--- config.mk ---
export PLATFORM = sky130hd
export DESIGN_NAME = riscv_multicycle_ctrl
export DESIGN_NICKNAME = d
export VERILOG_FILES = /design/src/rtl/riscv_constants.sv /design/src/rtl/riscv_defs.sv /design/src/rtl/riscv_ctrl_timeout.sv /design/src/rtl/riscv_multicycle_ctrl.sv
export SDC_FILE = /design/constraint.sdc
export NUM_CORES = 1
export LEC_CHECK = 0
export ABC_AREA = 1
export BUFFER_PORTS_ARGS = -buffer_cell sky130_fd_sc_hd__buf_2
export CAP_MARGIN = 10
export CORE_MARGIN = 2
export CORE_UTILIZATION = 26
export CTS_BUF_LIST = sky130_fd_sc_hd__clkbuf_8
export CTS_CLUSTER_SIZE = 28
export DETAILED_ROUTE_END_ITERATION = 12
export PLACE_DENSITY = 0.48
export SETUP_SLACK_MARGIN = 0.3
export SLEW_MARGIN = 30
export SYNTH_ARGS = -nofsm -noshare
export SYNTH_HDL_FRONTEND = slang
export SYNTH_SLANG_ARGS = --single-unit
--- constraint.sdc ---
create_clock -name clk -period 3.25 [get_ports clk]
set_input_delay 0.65 -clock clk [delete_from_list [all_inputs] [get_ports clk]]
set_output_delay 0.65 -clock clk [all_outputs]
set_load 0.01 [all_outputs]
--- src/rtl/riscv_constants.sv ---
// rtl/riscv_constants.sv - architectural constants shared by the RISC-V core
package riscv_constants;

  localparam logic [31:0] NOP_INST = 32'h0000_0013;
  localparam logic [31:0] PC_INC   = 32'd4;

endpackage

--- src/rtl/riscv_defs.sv ---
// rtl/riscv_defs.sv - shared state and trap-cause enumerations for the RISC-V core
package riscv_defs;

  typedef enum logic [2:0] {
    CTRL_FETCH  = 3'd0,
    CTRL_DECODE = 3'd1,
    CTRL_EXEC   = 3'd2,
    CTRL_WB     = 3'd3,
    CTRL_TRAP   = 3'd4
  } ctrl_state_e;

  typedef enum logic {
    TRAP_ILLEGAL  = 1'b0,
    TRAP_FETCH_TO = 1'b1
  } trap_cause_e;

endpackage

--- src/rtl/riscv_ctrl_timeout.sv ---
// rtl/riscv_ctrl_timeout.sv - fetch wait counter; expired_o flags the last allowed wait cycle
module riscv_ctrl_timeout #(
  parameter int FETCH_TIMEOUT = 16,
  parameter int TO_W          = 8
) (
  input  logic clk,
  input  logic rst,
  input  logic clr,
  input  logic en,
  output logic expired_o
);

  logic [TO_W-1:0] cnt_q, cnt_d;

  always_comb begin
    cnt_d = cnt_q;
    if (clr) begin
      cnt_d = '0;
    end else if (en) begin
      cnt_d = cnt_q + TO_W'(1);
    end
  end

  always_ff @(posedge clk) begin
    if (rst) begin
      cnt_q <= '0;
    end else begin
      cnt_q <= cnt_d;
    end
  end

  // Depends only on the registered count so the FSM can consume it without a loop.
  generate
    if (FETCH_TIMEOUT == 0) begin : g_no_timeout
      assign expired_o = 1'b0;
    end else begin : g_timeout
      assign expired_o = (cnt_q == TO_W'(FETCH_TIMEOUT - 1));
    end
  endgenerate

endmodule

--- src/rtl/riscv_multicycle_ctrl.sv ---
// rtl/riscv_multicycle_ctrl.sv - FETCH/DECODE/EXEC/WB sequencer with sticky trap
// Optional cycle/retire counters are built when RISCV_CTRL_PERF_EN is defined.
module riscv_multicycle_ctrl
  import riscv_defs::*;
  import riscv_constants::*;
#(
  parameter logic [31:0] RESET_PC      = 32'h0000_0000,
  parameter int          FETCH_TIMEOUT = 16,
  parameter int          TO_W          = 8
) (
  input  logic        clk,
  input  logic        rst,
  output logic        imem_req_o,
  output logic [31:0] imem_addr_o,
  input  logic        imem_ready_i,
  input  logic [31:0] imem_rdata_i,
  output logic [31:0] inst_o,
  input  logic        dec_legal_i,
  input  logic        stall_i,
  output logic        rf_we_o,
  output logic [31:0] pc_o,
  output logic [2:0]  state_o,
  output logic        trap_o,
  output logic [31:0] trap_pc_o,
  output logic        trap_cause_o
`ifdef RISCV_CTRL_PERF_EN
  ,
  output logic [31:0] retired_o,
  output logic [31:0] cycles_o
`endif
);

  ctrl_state_e state_q, state_d;
  logic [31:0] pc_q, pc_d;
  logic [31:0] inst_q, inst_d;
  logic        trap_q, trap_d;
  logic [31:0] trap_pc_q, trap_pc_d;
  trap_cause_e trap_cause_q, trap_cause_d;
  logic        to_clr, to_en, to_expired;

  riscv_ctrl_timeout #(
    .FETCH_TIMEOUT(FETCH_TIMEOUT),
    .TO_W         (TO_W)
  ) u_timeout (
    .clk      (clk),
    .rst      (rst),
    .clr      (to_clr),
    .en       (to_en),
    .expired_o(to_expired)
  );

  always_comb begin
    state_d      = state_q;
    pc_d         = pc_q;
    inst_d       = inst_q;
    trap_d       = trap_q;
    trap_pc_d    = trap_pc_q;
    trap_cause_d = trap_cause_q;
    to_clr       = 1'b1;
    to_en        = 1'b0;
    case (state_q)
      CTRL_FETCH: begin
        // A ready in the final allowed cycle takes priority over the timeout.
        if (imem_ready_i) begin
          inst_d  = imem_rdata_i;
          state_d = CTRL_DECODE;
        end else begin
          to_clr = 1'b0;
          to_en  = 1'b1;
          if (to_expired) begin
            state_d      = CTRL_TRAP;
            trap_d       = 1'b1;
            trap_pc_d    = pc_q;
            trap_cause_d = TRAP_FETCH_TO;
          end
        end
      end
      CTRL_DECODE: begin
        if (dec_legal_i) begin
          state_d = CTRL_EXEC;
        end else begin
          state_d      = CTRL_TRAP;
          trap_d       = 1'b1;
          trap_pc_d    = pc_q;
          trap_cause_d = TRAP_ILLEGAL;
        end
      end
      CTRL_EXEC: begin
        if (!stall_i) begin
          state_d = CTRL_WB;
        end
      end
      CTRL_WB: begin
        pc_d    = pc_q + PC_INC;
        state_d = CTRL_FETCH;
      end
      CTRL_TRAP: begin
        state_d = CTRL_TRAP;
      end
      default: begin
        state_d = CTRL_FETCH;
      end
    endcase
  end

  always_ff @(posedge clk) begin
    if (rst) begin
      state_q      <= CTRL_FETCH;
      pc_q         <= RESET_PC;
      inst_q       <= NOP_INST;
      trap_q       <= 1'b0;
      trap_pc_q    <= 32'h0;
      trap_cause_q <= TRAP_ILLEGAL;
    end else begin
      state_q      <= state_d;
      pc_q         <= pc_d;
      inst_q       <= inst_d;
      trap_q       <= trap_d;
      trap_pc_q    <= trap_pc_d;
      trap_cause_q <= trap_cause_d;
    end
  end

  assign imem_req_o   = (state_q == CTRL_FETCH);
  assign imem_addr_o  = pc_q;
  assign rf_we_o      = (state_q == CTRL_WB);
  assign pc_o         = pc_q;
  assign inst_o       = inst_q;
  assign state_o      = state_q;
  assign trap_o       = trap_q;
  assign trap_pc_o    = trap_pc_q;
  assign trap_cause_o = trap_cause_q;

`ifdef RISCV_CTRL_PERF_EN
  logic [31:0] retired_q, retired_d;
  logic [31:0] cycles_q, cycles_d;

  always_comb begin
    cycles_d  = cycles_q + 32'd1;
    retired_d = retired_q;
    if (state_q == CTRL_WB) begin
      retired_d = retired_q + 32'd1;
    end
  end

  always_ff @(posedge clk) begin
    if (rst) begin
      retired_q <= 32'h0;
      cycles_q  <= 32'h0;
    end else begin
      retired_q <= retired_d;
      cycles_q  <= cycles_d;
    end
  end

  assign retired_o = retired_q;
  assign cycles_o  = cycles_q;
`else
`endif

endmodule

== After elaboration in Yosys (flattened, before gate mapping) ==
Cells that the tools add are included.
Storage, ports and cells
  register bits after elaboration: 109
  bits of input ports: 37
  output and inout port bits: 135
  logic and storage cells: 44
Operators by class
  $add $sub $neg: 2
  eq/ne operators: 10
  muxes and demuxes: 19
  reductions and logical operators: 6
Operators with widths (number)
  $mux 32: 3
  $pmux 32 s2: 1
  $add 32x3->32 const B: 1
  $mux 3: 4
  $pmux 3 s4: 1
  $add 8x1->8 const B: 1
  $eq 8x4->1 const B: 1
  $mux 1: 8
  $eq 3x2->1 const B: 2
  $ne 2x2->1 const B: 3
  $pmux 1 s2: 2
  $reduce_and 2->1: 2
  $reduce_and 4->1: 1
  $eq 3x1->1 const B: 1
  $eq 3x3->1 const B: 1
  $logic_not 3->1: 1
  $ne 3x1->1 const B: 1
  $ne 2x1->1 const B: 1
  $reduce_bool 2->1: 1
  $reduce_or 2->1: 1

== Longest topological paths before layout ==
Gate-level depths: netlist of the first run.
  word-level depth: 4
  depth in mapped cells: 9
  depth with buffers taken out: 9

== Cells and area by module ==
From an unflattened synthesis of the first run, not the netlist that was laid out.
Unflattened totals
  cell total of the unflattened synthesis: 669
  area, all modules: 4693.3 um2
Modules (own cells, without submodules)
  riscv_multicycle_ctrl: instances 1, cells each 614, area each 4316.6 um2, seq. area each 1941.9 um2
  riscv_ctrl_timeout: instances 1, cells each 55, area each 376.6 um2, seq. area each 160.2 um2

== Worst setup path after synthesis of the first run ==
No wires, ideal clock.
  path type: register -> output
  start point: register state_q[1] (netlist: state_o[1])
  end point: output rf_we_o
  arrival time: 851 ps
  required time: 2600 ps
  path slack: 1749 ps
  cell stages (with the launch flop): 4
  buffers on the path: 1
  cell sequence: dfxtp_1 -> nand2_2 -> nor2_4 -> buf_6
Between the ends
  word-level cells in the longest chain between the ends: 1
RTL lines
  from (decl): line riscv_multicycle_ctrl.sv:33  | ctrl_state_e state_q, state_d;
  from (signal assigned): line riscv_multicycle_ctrl.sv:115  | state_q <= state_d;
  $eq 3x2->1: line riscv_multicycle_ctrl.sv:126  | assign rf_we_o = (state_q == CTRL_WB);
  to (decl): line riscv_multicycle_ctrl.sv:20  | output logic rf_we_o,
No other way between the ends.

== Worst setup path in the final report of the first run ==
Ends and elaborated chain as after synthesis.

==> results of run 1 <==
## metrics by stage
step                cells  instance area, um^2  setup WS, ns  hold slack (ns)
floorplan             659                 4780          1.75            0.418
global placement      999                 5530          1.19            0.436
global route         1015                 5730         0.851            0.455
finish               1015                 5730          1.11            0.453
CTS                  1015                 5730          1.06            0.449
detailed placement    999                 5530          1.10            0.441
## flip-flops by register name (all words and copies together), names as in the netlist
| signal | cells |
|---|---|
| imem_addr_o | 30 |
| state_o | 3 |
| trap_cause_o | 1 |
| u_timeout.cnt_q | 8 |
| trap_o | 1 |
| inst_o | 32 |
| trap_pc_o | 30 |
## area by class of cell
type,instances,area (um^2),share of cell area
flip-flops and latches,105,2100,0.367
multi-input cells,433,2030,0.355
repair buffers,173,886,0.155
well taps,229,287,0.0500
inverters,59,224,0.0391
clock buffers,10,138,0.0240
clock inverters,6,60.1,0.0105
## report_power, final
part           total [uW]  internal, uW  switching [uW]
Clock                 846           372             474
Sequential           1380          1350            33.3
Combinational         389           126             263
## cell families after synthesis
| kind of cell | count (synthesis) | share of synthesized area |
|---|---|---|
| AOI/OAI and AO/OA | 99 | 0.106 |
| adders and majority gates | 2 | 0.00525 |
| other | 1 | 0.000787 |
| buffers and inverters | 121 | 0.136 |
| xor gates and xnor gates | 4 | 0.00735 |
| and+or+nand+nor | 322 | 0.303 |
| DFF | 105 | 0.441 |
## cell usage in the layout (no fill, tap or decap), types with 2 or more instances in the layout
| master | instances |
|---|---|
| nand2_4 | 4 |
| nor3_1 | 8 |
| dfxtp_1 | 105 |
| ha_1 | 2 |
| nand4_1 | 10 |
| nand3_1 | 62 |
| a21oi_1 | 51 |
| conb_1 | 6 |
| xor2_1 | 3 |
| clkbuf_8 | 10 |
| nand2_1 | 100 |
| o21ai_0 | 42 |
| nor2_2 | 7 |
| nor2_1 | 118 |
| clkinvlp_4 | 3 |
| nand3_2 | 5 |
| o21ai_1 | 2 |
| buf_2 | 165 |
| nor2_4 | 4 |
| buf_4 | 8 |
| inv_1 | 59 |
## metal layers
metal,GRT usage,part of all wire,vias to the layer above
li1,-,-,2309
met1,0.178,0.46,1963
met5,0,0,-
met2,0.224,0.44,149
met3,0.0468,0.078,16
met4,0.0505,0.019,0
## path summary, 6_finish.rpt
check,from,end,slack (ns),cells after the start
min reg2reg,u_timeout.cnt_q[0]$_SDFFE_PP0P_,u_timeout.cnt_q[0]$_SDFFE_PP0P_,0.45,1
max,state_o[1]$_SDFFE_PP0P_,rf_we_o,1.11,3
max reg2reg,u_timeout.cnt_q[0]$_SDFFE_PP0P_,trap_pc_o[9]$_SDFFE_PP0P_,1.13,8
min,u_timeout.cnt_q[0]$_SDFFE_PP0P_,u_timeout.cnt_q[0]$_SDFFE_PP0P_,0.45,1
==> out/qor.txt, run 1 <==
crit end category - output port
status - finished clean
post-route clock period utilization - 0.659
number of synthesized flops with an enable pin - 0
area leader, netlist - dfxtp_1
vias in the first global route - 4,244
VDD IR max - 248 uV
worst-path fanout max - 12
Cell Chain, Critical Path - nand2_2 > nor2_4 > buf_2
CTS HTree Levels - 3
WS Path Type - flip-flop to output port
number of remaining DRC errors - 0
Starting Density - 0.265
Inserted Clock Buffers - 9
Startpoint Class - flip-flop
initial antenna violation count - 0
Post-CTS Resized - 0
antenna-violating nets left - 0
slowest CP cell - dfxtp_1
TNS Setup - 0 ns
hpwl dp - 9.53 mm
RSZ-0062 raised after global routing - no
area of the mapped netlist - 4760 um^2
full die area - 19,400 um^2
vias - 4,437
Fin Clk Skew - 0.0103 ns
row cnt - 49
grt ovf - 0
Power Density - 456 nW/um^2
hold buffer count at CTS - 0
initial DRC count - 209
Critical Path AT - 1.49 ns
Final Max Slew Viols - 0
n_diodes - 0
Detailed Route WL - 13.6 mm
CTS root buffer - clkbuf_8
Final Hold Viols - 0
Pwr Total - 2610 uW
area of the core - 18,000 um^2
Layout area overhead - 20.2%
main area contributors after synthesis - dfxtp_1, nor2_1, nand2_1, nand3_1, buf_4
post-synth top area share - 0.441
share of cells above drive strength 1 - 0.270
Core Util, Final - 0.319
first-pass GRT wire length - 22.0 mm
number of max-cap violations - 0
Setup Fix Bufs, Post-CTS - 0
Crit path buffers/inverters - 1
crit path time final - 2.14 ns
delay of the slowest cell on the worst path - 0.50 ns
CTS tree - done
number of synthesized register bits - 105
Avg WL per Cell - 13.4 um
clock slew at the register clock pins of the worst setup and hold paths - 0.09 ns
Filler Cell Count - 2,004
largest net degree at the start of global routing - 61
commonest register cell after synthesis - dfxtp_1
clk_lat worst skew - 0.39 ns
static leakage - 0.00257 uW
input/output buffers - 165
Post-synth top cells - nor2_1, dfxtp_1, nand2_1, nand3_1, inv_1
final setup fails - 0
Max Fclk - 467 MHz
cell family with most CP delay - flip-flops
Critical Path RT - 2.60 ns
worst slew pin tran - 0.678 ns
count leader, synth - nor2_1
gpl congestion - 0.768
Via density - 4.37
gr usage total - 0.141
clock sink count - 105
clk buf depth - 2
Final #Nets - 820
Avg Inst Size Synth - 7.29 um^2
Async SR Flop Fraction - 0
Slew Limit Headroom - 0.548
Ys Warns - 0
post-synth cell types - 33
drt pass-1 iters - 4
die extent in y - 139 um
cells after synthesis - 654
hold crit path type - flip-flop to flip-flop
DIE WIDTH - 139 um
I/O pin total - 172
post-synthesis sequential area ratio - 0.441
Note: power is estimated with default switching activity, not from simulation.
==> run 2, diff against run 1 <==
Settings changed: PLACE_DENSITY 0.48 to 0.5.
Clock period 3.25 ns to 1.91 ns, I/O delays scaled along.
==> run 2 against run 1 <==
  * Clock power rose by 78%
  * Combinational power rose by 130%
  * Die area did not move
  * Wire length rose by 5.6%
  * Critical path type unchanged
==> out/qor.txt, run 2 (same netlist as run 1, synthesis figures left out) <==
status - finished clean
TNS Setup - 0 ns (unchanged)
max reg flops - 32 (unchanged)
drt pass-1 iters - 4 (unchanged)
input/output buffers - 165 (unchanged)
clock sink count - 105 (unchanged)
Layout area overhead - 31.3%
clk_lat worst skew - 0.39 ns (about the same)
initial DRC count - 217 (+3.8%)
grt ovf - 0 (unchanged)
n_diodes - 0 (unchanged)
most frequent cells in the layout - buf_2, nor2_1, nand2_1, dfxtp_1, nand3_1
met1 Usage GRT - 0.182 (+0.00425)
number of remaining DRC errors - 0 (unchanged)
CTS tree - done
Final WS setup - 0.343 ns (-0.764 ns)
delay of the slowest cell on the worst path - 0.38 ns (-0.12 ns)
DP Area - 5640 um^2 (+2.0%)
crit end category - output port
Power Density - 758 nW/um^2 (+66%)
WS Path Type - flip-flop to output port
clock slew at the register clock pins of the worst setup and hold paths - 0.11 ns (+0.02 ns)
Max Fclk - 638 MHz
hold crit path type - input pin to flip-flop
vias in the first global route - 4,263 (+0.45%)
area of the core - 18,000 um^2 (unchanged)
Critical Path AT - 1.18 ns (-0.31 ns)
RSZ-0062 raised after global routing - yes
largest net degree at the start of global routing - 34 (-44%)
full die area - 19,400 um^2 (unchanged)
Core Util, Final - 0.348 (+0.0294)
vias - 4,601 (+3.7%)
Filler Cell Count - 1,936 (-3.4%)
row cnt - 49 (unchanged)
pre-CTS setup slack - 0.182 ns (-0.916 ns)
Avg WL per Cell - 13.7 um (+2.3%)
Final #Nets - 853 (+4.0%)
initial antenna violation count - 0 (unchanged)
GR Layer Usage met3 - 0.0482 (+0.00138)
I/O pin total - 172 (unchanged)
post-route clock period utilization - 0.820
post-route cell area - 6260 um^2 (+9.2%)
worst-path fanout max - 4 (-8)
Detailed Route WL - 14.3 mm (+5.6%)
Inserted Clock Buffers - 9 (unchanged)
static leakage - 0.00281 uW (+9.2%)
gr usage total - 0.143 (+0.00237)
slowest CP cell - dfxtp_4
Via density - 4.39 (+0.43%)
crit path time final - 1.57 ns
Starting Density - 0.265 (unchanged)
DIE WIDTH - 139 um (unchanged)
VDD IR max - 356 uV (+44%)
Critical Path RT - 1.53 ns (-1.07 ns)
number of max-cap violations - 0 (unchanged)
final setup fails - 0 (unchanged)
die extent in y - 139 um (unchanged)
Startpoint Class - flip-flop
hpwl dp - 9.86 mm (+3.5%)
cell family with most CP delay - flip-flops
first-pass GRT wire length - 22.1 mm (+0.54%)
clk buf depth - 2 (unchanged)
met2 usage - 0.230 (+0.00619)
CTS HTree Levels - 3 (unchanged)
Fin Clk Skew - 0.0146 ns (+0.00432 ns)
layer with the highest usage - met2
Pwr Total - 4740 uW (+81%)
CTS root buffer - clkbuf_8
share of cells above drive strength 1 - 0.337 (+0.0673)
antenna-violating nets left - 0 (unchanged)
Crit path buffers/inverters - 2 (+1)
Cell Chain, Critical Path - nor2_4 > nand2_4 > inv_4 > buf_6
Final Hold Viols - 0 (unchanged)
gpl congestion - 0.784 (+2.0%)
most common cell after layout, fill and taps aside - buf_2
Final Max Slew Viols - 0 (unchanged)
## run 2: final timing paths
| check | cells after the start | start | end | slack [ns] |
|---|---|---|---|---|
| setup reg to reg | 9 | u_timeout.cnt_q[0]$_SDFFE_PP0P_ | trap_pc_o[28]$_SDFFE_PP0P_ | 0.37 |
| hold reg to reg | 2 | trap_pc_o[9]$_SDFFE_PP0P_ | trap_pc_o[9]$_SDFFE_PP0P_ | 0.47 |
| hold / removal | 3 | imem_rdata_i[1] | inst_o[1]$_SDFFE_PP1P_ | 0.20 |
| setup / recovery | 4 | state_o[2]$_SDFFE_PP0P_ | imem_req_o | 0.34 |
## run 2: worst register-to-register path: stages (launching register included)
cell and delay, ns:
dfxtp_2 0.38, ha_4 0.14, nand2_2 0.06, inv_2 0.09, nand2_4 0.07, o21ai_4 0.19, buf_12 0.18, clkbuf_16 0.15
nand3_1 0.07, a21oi_1 0.15
## run 2: layer usage
| layer | vias up | wire (um) |
|---|---|---|
| met5 | - | 0 |
| met4 | 0 | 226 |
| met3 | 12 | 1050 |
| met2 | 153 | 6640 |
| met1 | 2053 | 6410 |
| li1 | 2383 | - |
## run 2: stage by stage
stage,std cells,hold slack (ns)
global route,1048,0.190
finish,1048,0.200
global placement,1014,0.439
detailed placement,1014,0.447
floorplan,659,0.418
CTS,1038,0.176
## run 2: what timing repair did
action,4_1_cts,5_1_grt
setup endpoints to repair,38,53
hold buffers,0,0
buffers inserted,6,8
resized for setup,18,38
pin swaps,4,11
gates cloned,2,2
## run 2: final cells by class
| cell class | count | area [um^2] | share of cell area |
|---|---|---|---|
| clock buffers | 10 | 138 | 0.0220 |
| clock inverters | 6 | 75.1 | 0.0120 |
| inverters | 59 | 224 | 0.0358 |
| multi-input cells | 434 | 2170 | 0.347 |
| flip-flops and latches | 105 | 2130 | 0.340 |
| well taps | 229 | 287 | 0.0458 |
| repair buffers | 205 | 1230 | 0.197 |
## run 2: where the power goes
| part | switching (uW) | internal, uW | total [uW] |
|---|---|---|---|
| logic | 524 | 362 | 887 |
| clock network | 846 | 661 | 1510 |
| registers | 55.5 | 2290 | 2350 |
| total | 1430 | 3320 | 4740 |
==> run 3, diff against run 2 <==
Settings changed: PLACE_DENSITY 0.5 to 0.48.
Clock period 1.91 ns to 1.5 ns, I/O delays scaled along.
==> run 3 against run 2 <==
  * Largest power group unchanged
  * Largest cell class unchanged
  * Flip-flop and latch count is the same
  * Via count grew 12%
  * Core utilization grew 13 points
  * Die area is the same
  * Highest routed layer is now met5
==> out/qor.txt, run 3 (same netlist as run 1, synthesis figures left out) <==
status - finished clean
row cnt - 49 (unchanged)
final hold slack - 0.125 ns (-0.0751 ns)
share of cells above drive strength 1 - 0.620 (+0.283)
post-route clock period utilization - 0.995
Power Density - 773 nW/um^2 (+2.1%)
vias in the first global route - 4,465 (+4.7%)
cell depth of the worst hold path - 3 (unchanged)
worst-path fanout max - 8 (+4)
most common cell after layout, fill and taps aside - buf_6
Inserted Clock Buffers - 9 (unchanged)
Critical Path RT - 1.77 ns (+0.24 ns)
Fin Clk Skew - 0.0100 ns (-0.00462 ns)
number of max-cap violations - 0 (unchanged)
static leakage - 0.00359 uW (+28%)
CTS tree - done
Starting Density - 0.265 (unchanged)
clk buf depth - 2 (unchanged)
clk_lat worst skew - 0.37 ns (-0.02 ns)
RSZ-0062 raised after global routing - yes
Startpoint Class - flip-flop
Non-Filler Instances - 1,139 (+8.7%)
CTS root buffer - clkbuf_8
crit path time final - 1.49 ns
hpwl dp - 9.86 mm (about the same)
number of remaining DRC errors - 0 (unchanged)
crit end category - flip-flop
largest net degree at the start of global routing - 34 (unchanged)
VDD IR max - 492 uV (+38%)
antenna-violating nets left - 0 (unchanged)
area of the core - 18,000 um^2 (unchanged)
Final Max Slew Viols - 0 (unchanged)
Layout area overhead - 81.0%
WS Path Type - flip-flop to flip-flop
Via density - 4.54 (+3.3%)
Final Hold Viols - 0 (unchanged)
die extent in y - 139 um (unchanged)
Avg WL per Cell - 15.2 um (+11%)
input/output buffers - 165 (unchanged)
first-pass GRT wire length - 24.1 mm (+8.8%)
gr usage total - 0.154 (+0.0111)
max reg flops - 32 (unchanged)
most frequent cells in the layout - buf_6, buf_2, nor2_1, nand2_1, buf_4
hold crit path type - input pin to flip-flop
initial DRC count - 208 (-4.1%)
vias - 5,167 (+12%)
placed insts - 1,017 (+0.30%)
full die area - 19,400 um^2 (unchanged)
initial antenna violation count - 2 (+2)
TNS Setup - 0 ns (unchanged)
Final #Nets - 943 (+11%)
gpl congestion - 0.775 (-1.2%)
drt pass-1 iters - 5 (+1)
Max Fclk - 670 MHz
DIE WIDTH - 139 um (unchanged)
Reg2Reg Depth - 8 (-1)
Detailed Route WL - 17.4 mm (+21%)
final setup fails - 0 (unchanged)
clock sink count - 105 (unchanged)
clock slew at the register clock pins of the worst setup and hold paths - 0.10 ns (about the same)
Critical Path AT - 1.77 ns (+0.59 ns)
grt ovf - 0 (unchanged)
I/O pin total - 172 (unchanged)
CTS HTree Levels - 3 (unchanged)
run 3: cell count changes in the layout (fill, tap and decap cells not counted), sizes merged:
cell,delta
clkinv,-2
inv,+2
bufbuf,+1
nand2,+2
buf,+84
diode,+1
clkbuf,+3
run 3: through the flow:
stage | utilization | power (uW) | area (um^2) | setup WS (ns)
global placement | 0.326 | 3970 | 5860 | -0.00364
finish | 0.480 | 6670 | 8630 | 0.00750
global route | 0.480 | 6980 | 8620 | -0.0703
floorplan | - | 3630 | 4940 | 0.231
detailed placement | 0.326 | 3970 | 5860 | -0.00601
CTS | 0.391 | 6110 | 7020 | 0.0321
run 3: critical path: stages (launching register included):
cell and delay, ns:
dfxtp_4 0.42, nand2_1 0.10, nor2_4 0.19, nand3_4 0.12
nor2_4 0.24, buf_4 0.15, nand3_1 0.05, nand2_1 0.07
nor2_1 0.03
run 3: layout make-up:
cell class,count,area (um^2)
Multi-Input combinational cell,436,2980
Inverter,59,234
Timing Repair Buffer,293,2680
Clock inverter,6,52.6
Tap cell,229,287
Sequential cell,105,2250
Clock buffer,10,138
Antenna cell,1,2.50
Fill cell,1762,9340
run 3: report_power, final:
group / internal, uW / leakage [uW] / switching, uW
Combinational: 867 / 0.00259 / 1030
Clock: 797 / 0.000107 / 987
Sequential: 2900 / 0.000893 / 91.4
Total: 4560 / 0.00359 / 2110
run 3: path summary, 6_finish.rpt:
| check | to | startpoint | slack [ns] |
|---|---|---|---|
| worst min-delay path | inst_o[4]$_SDFFE_PP1P_ | imem_rdata_i[4] | 0.12 |
| worst max register to register | imem_addr_o[22]$_SDFFE_PP0P_ | imem_addr_o[4]$_SDFFE_PP0P_ | 0.008 |
| worst min register to register | inst_o[4]$_SDFFE_PP1P_ | inst_o[4]$_SDFFE_PP1P_ | 0.46 |
| worst max-delay path | imem_addr_o[22]$_SDFFE_PP0P_ | imem_addr_o[4]$_SDFFE_PP0P_ | 0.008 |
run 3: routing by layer:
| metal | share of wire | GRT usage | vias up |
|---|---|---|---|
| met2 | 0.50 | 0.258 | 175 |
| li1 | - | - | 2584 |
| met1 | 0.41 | 0.194 | 2392 |
| met3 | 0.078 | 0.0502 | 14 |
| met4 | 0.0081 | 0.0335 | 2 |
| met5 | 0.00040 | 0 | - |
run 3: timing repair:
action / in CTS / in global routing
pin swaps: 17 / 83
hold buffers: 0 / 0
gates resized for setup: 118 / 280
endpoints found under the setup margin: 163 / 201
cloned: 5 / 8
setup buffers: 40 / 52
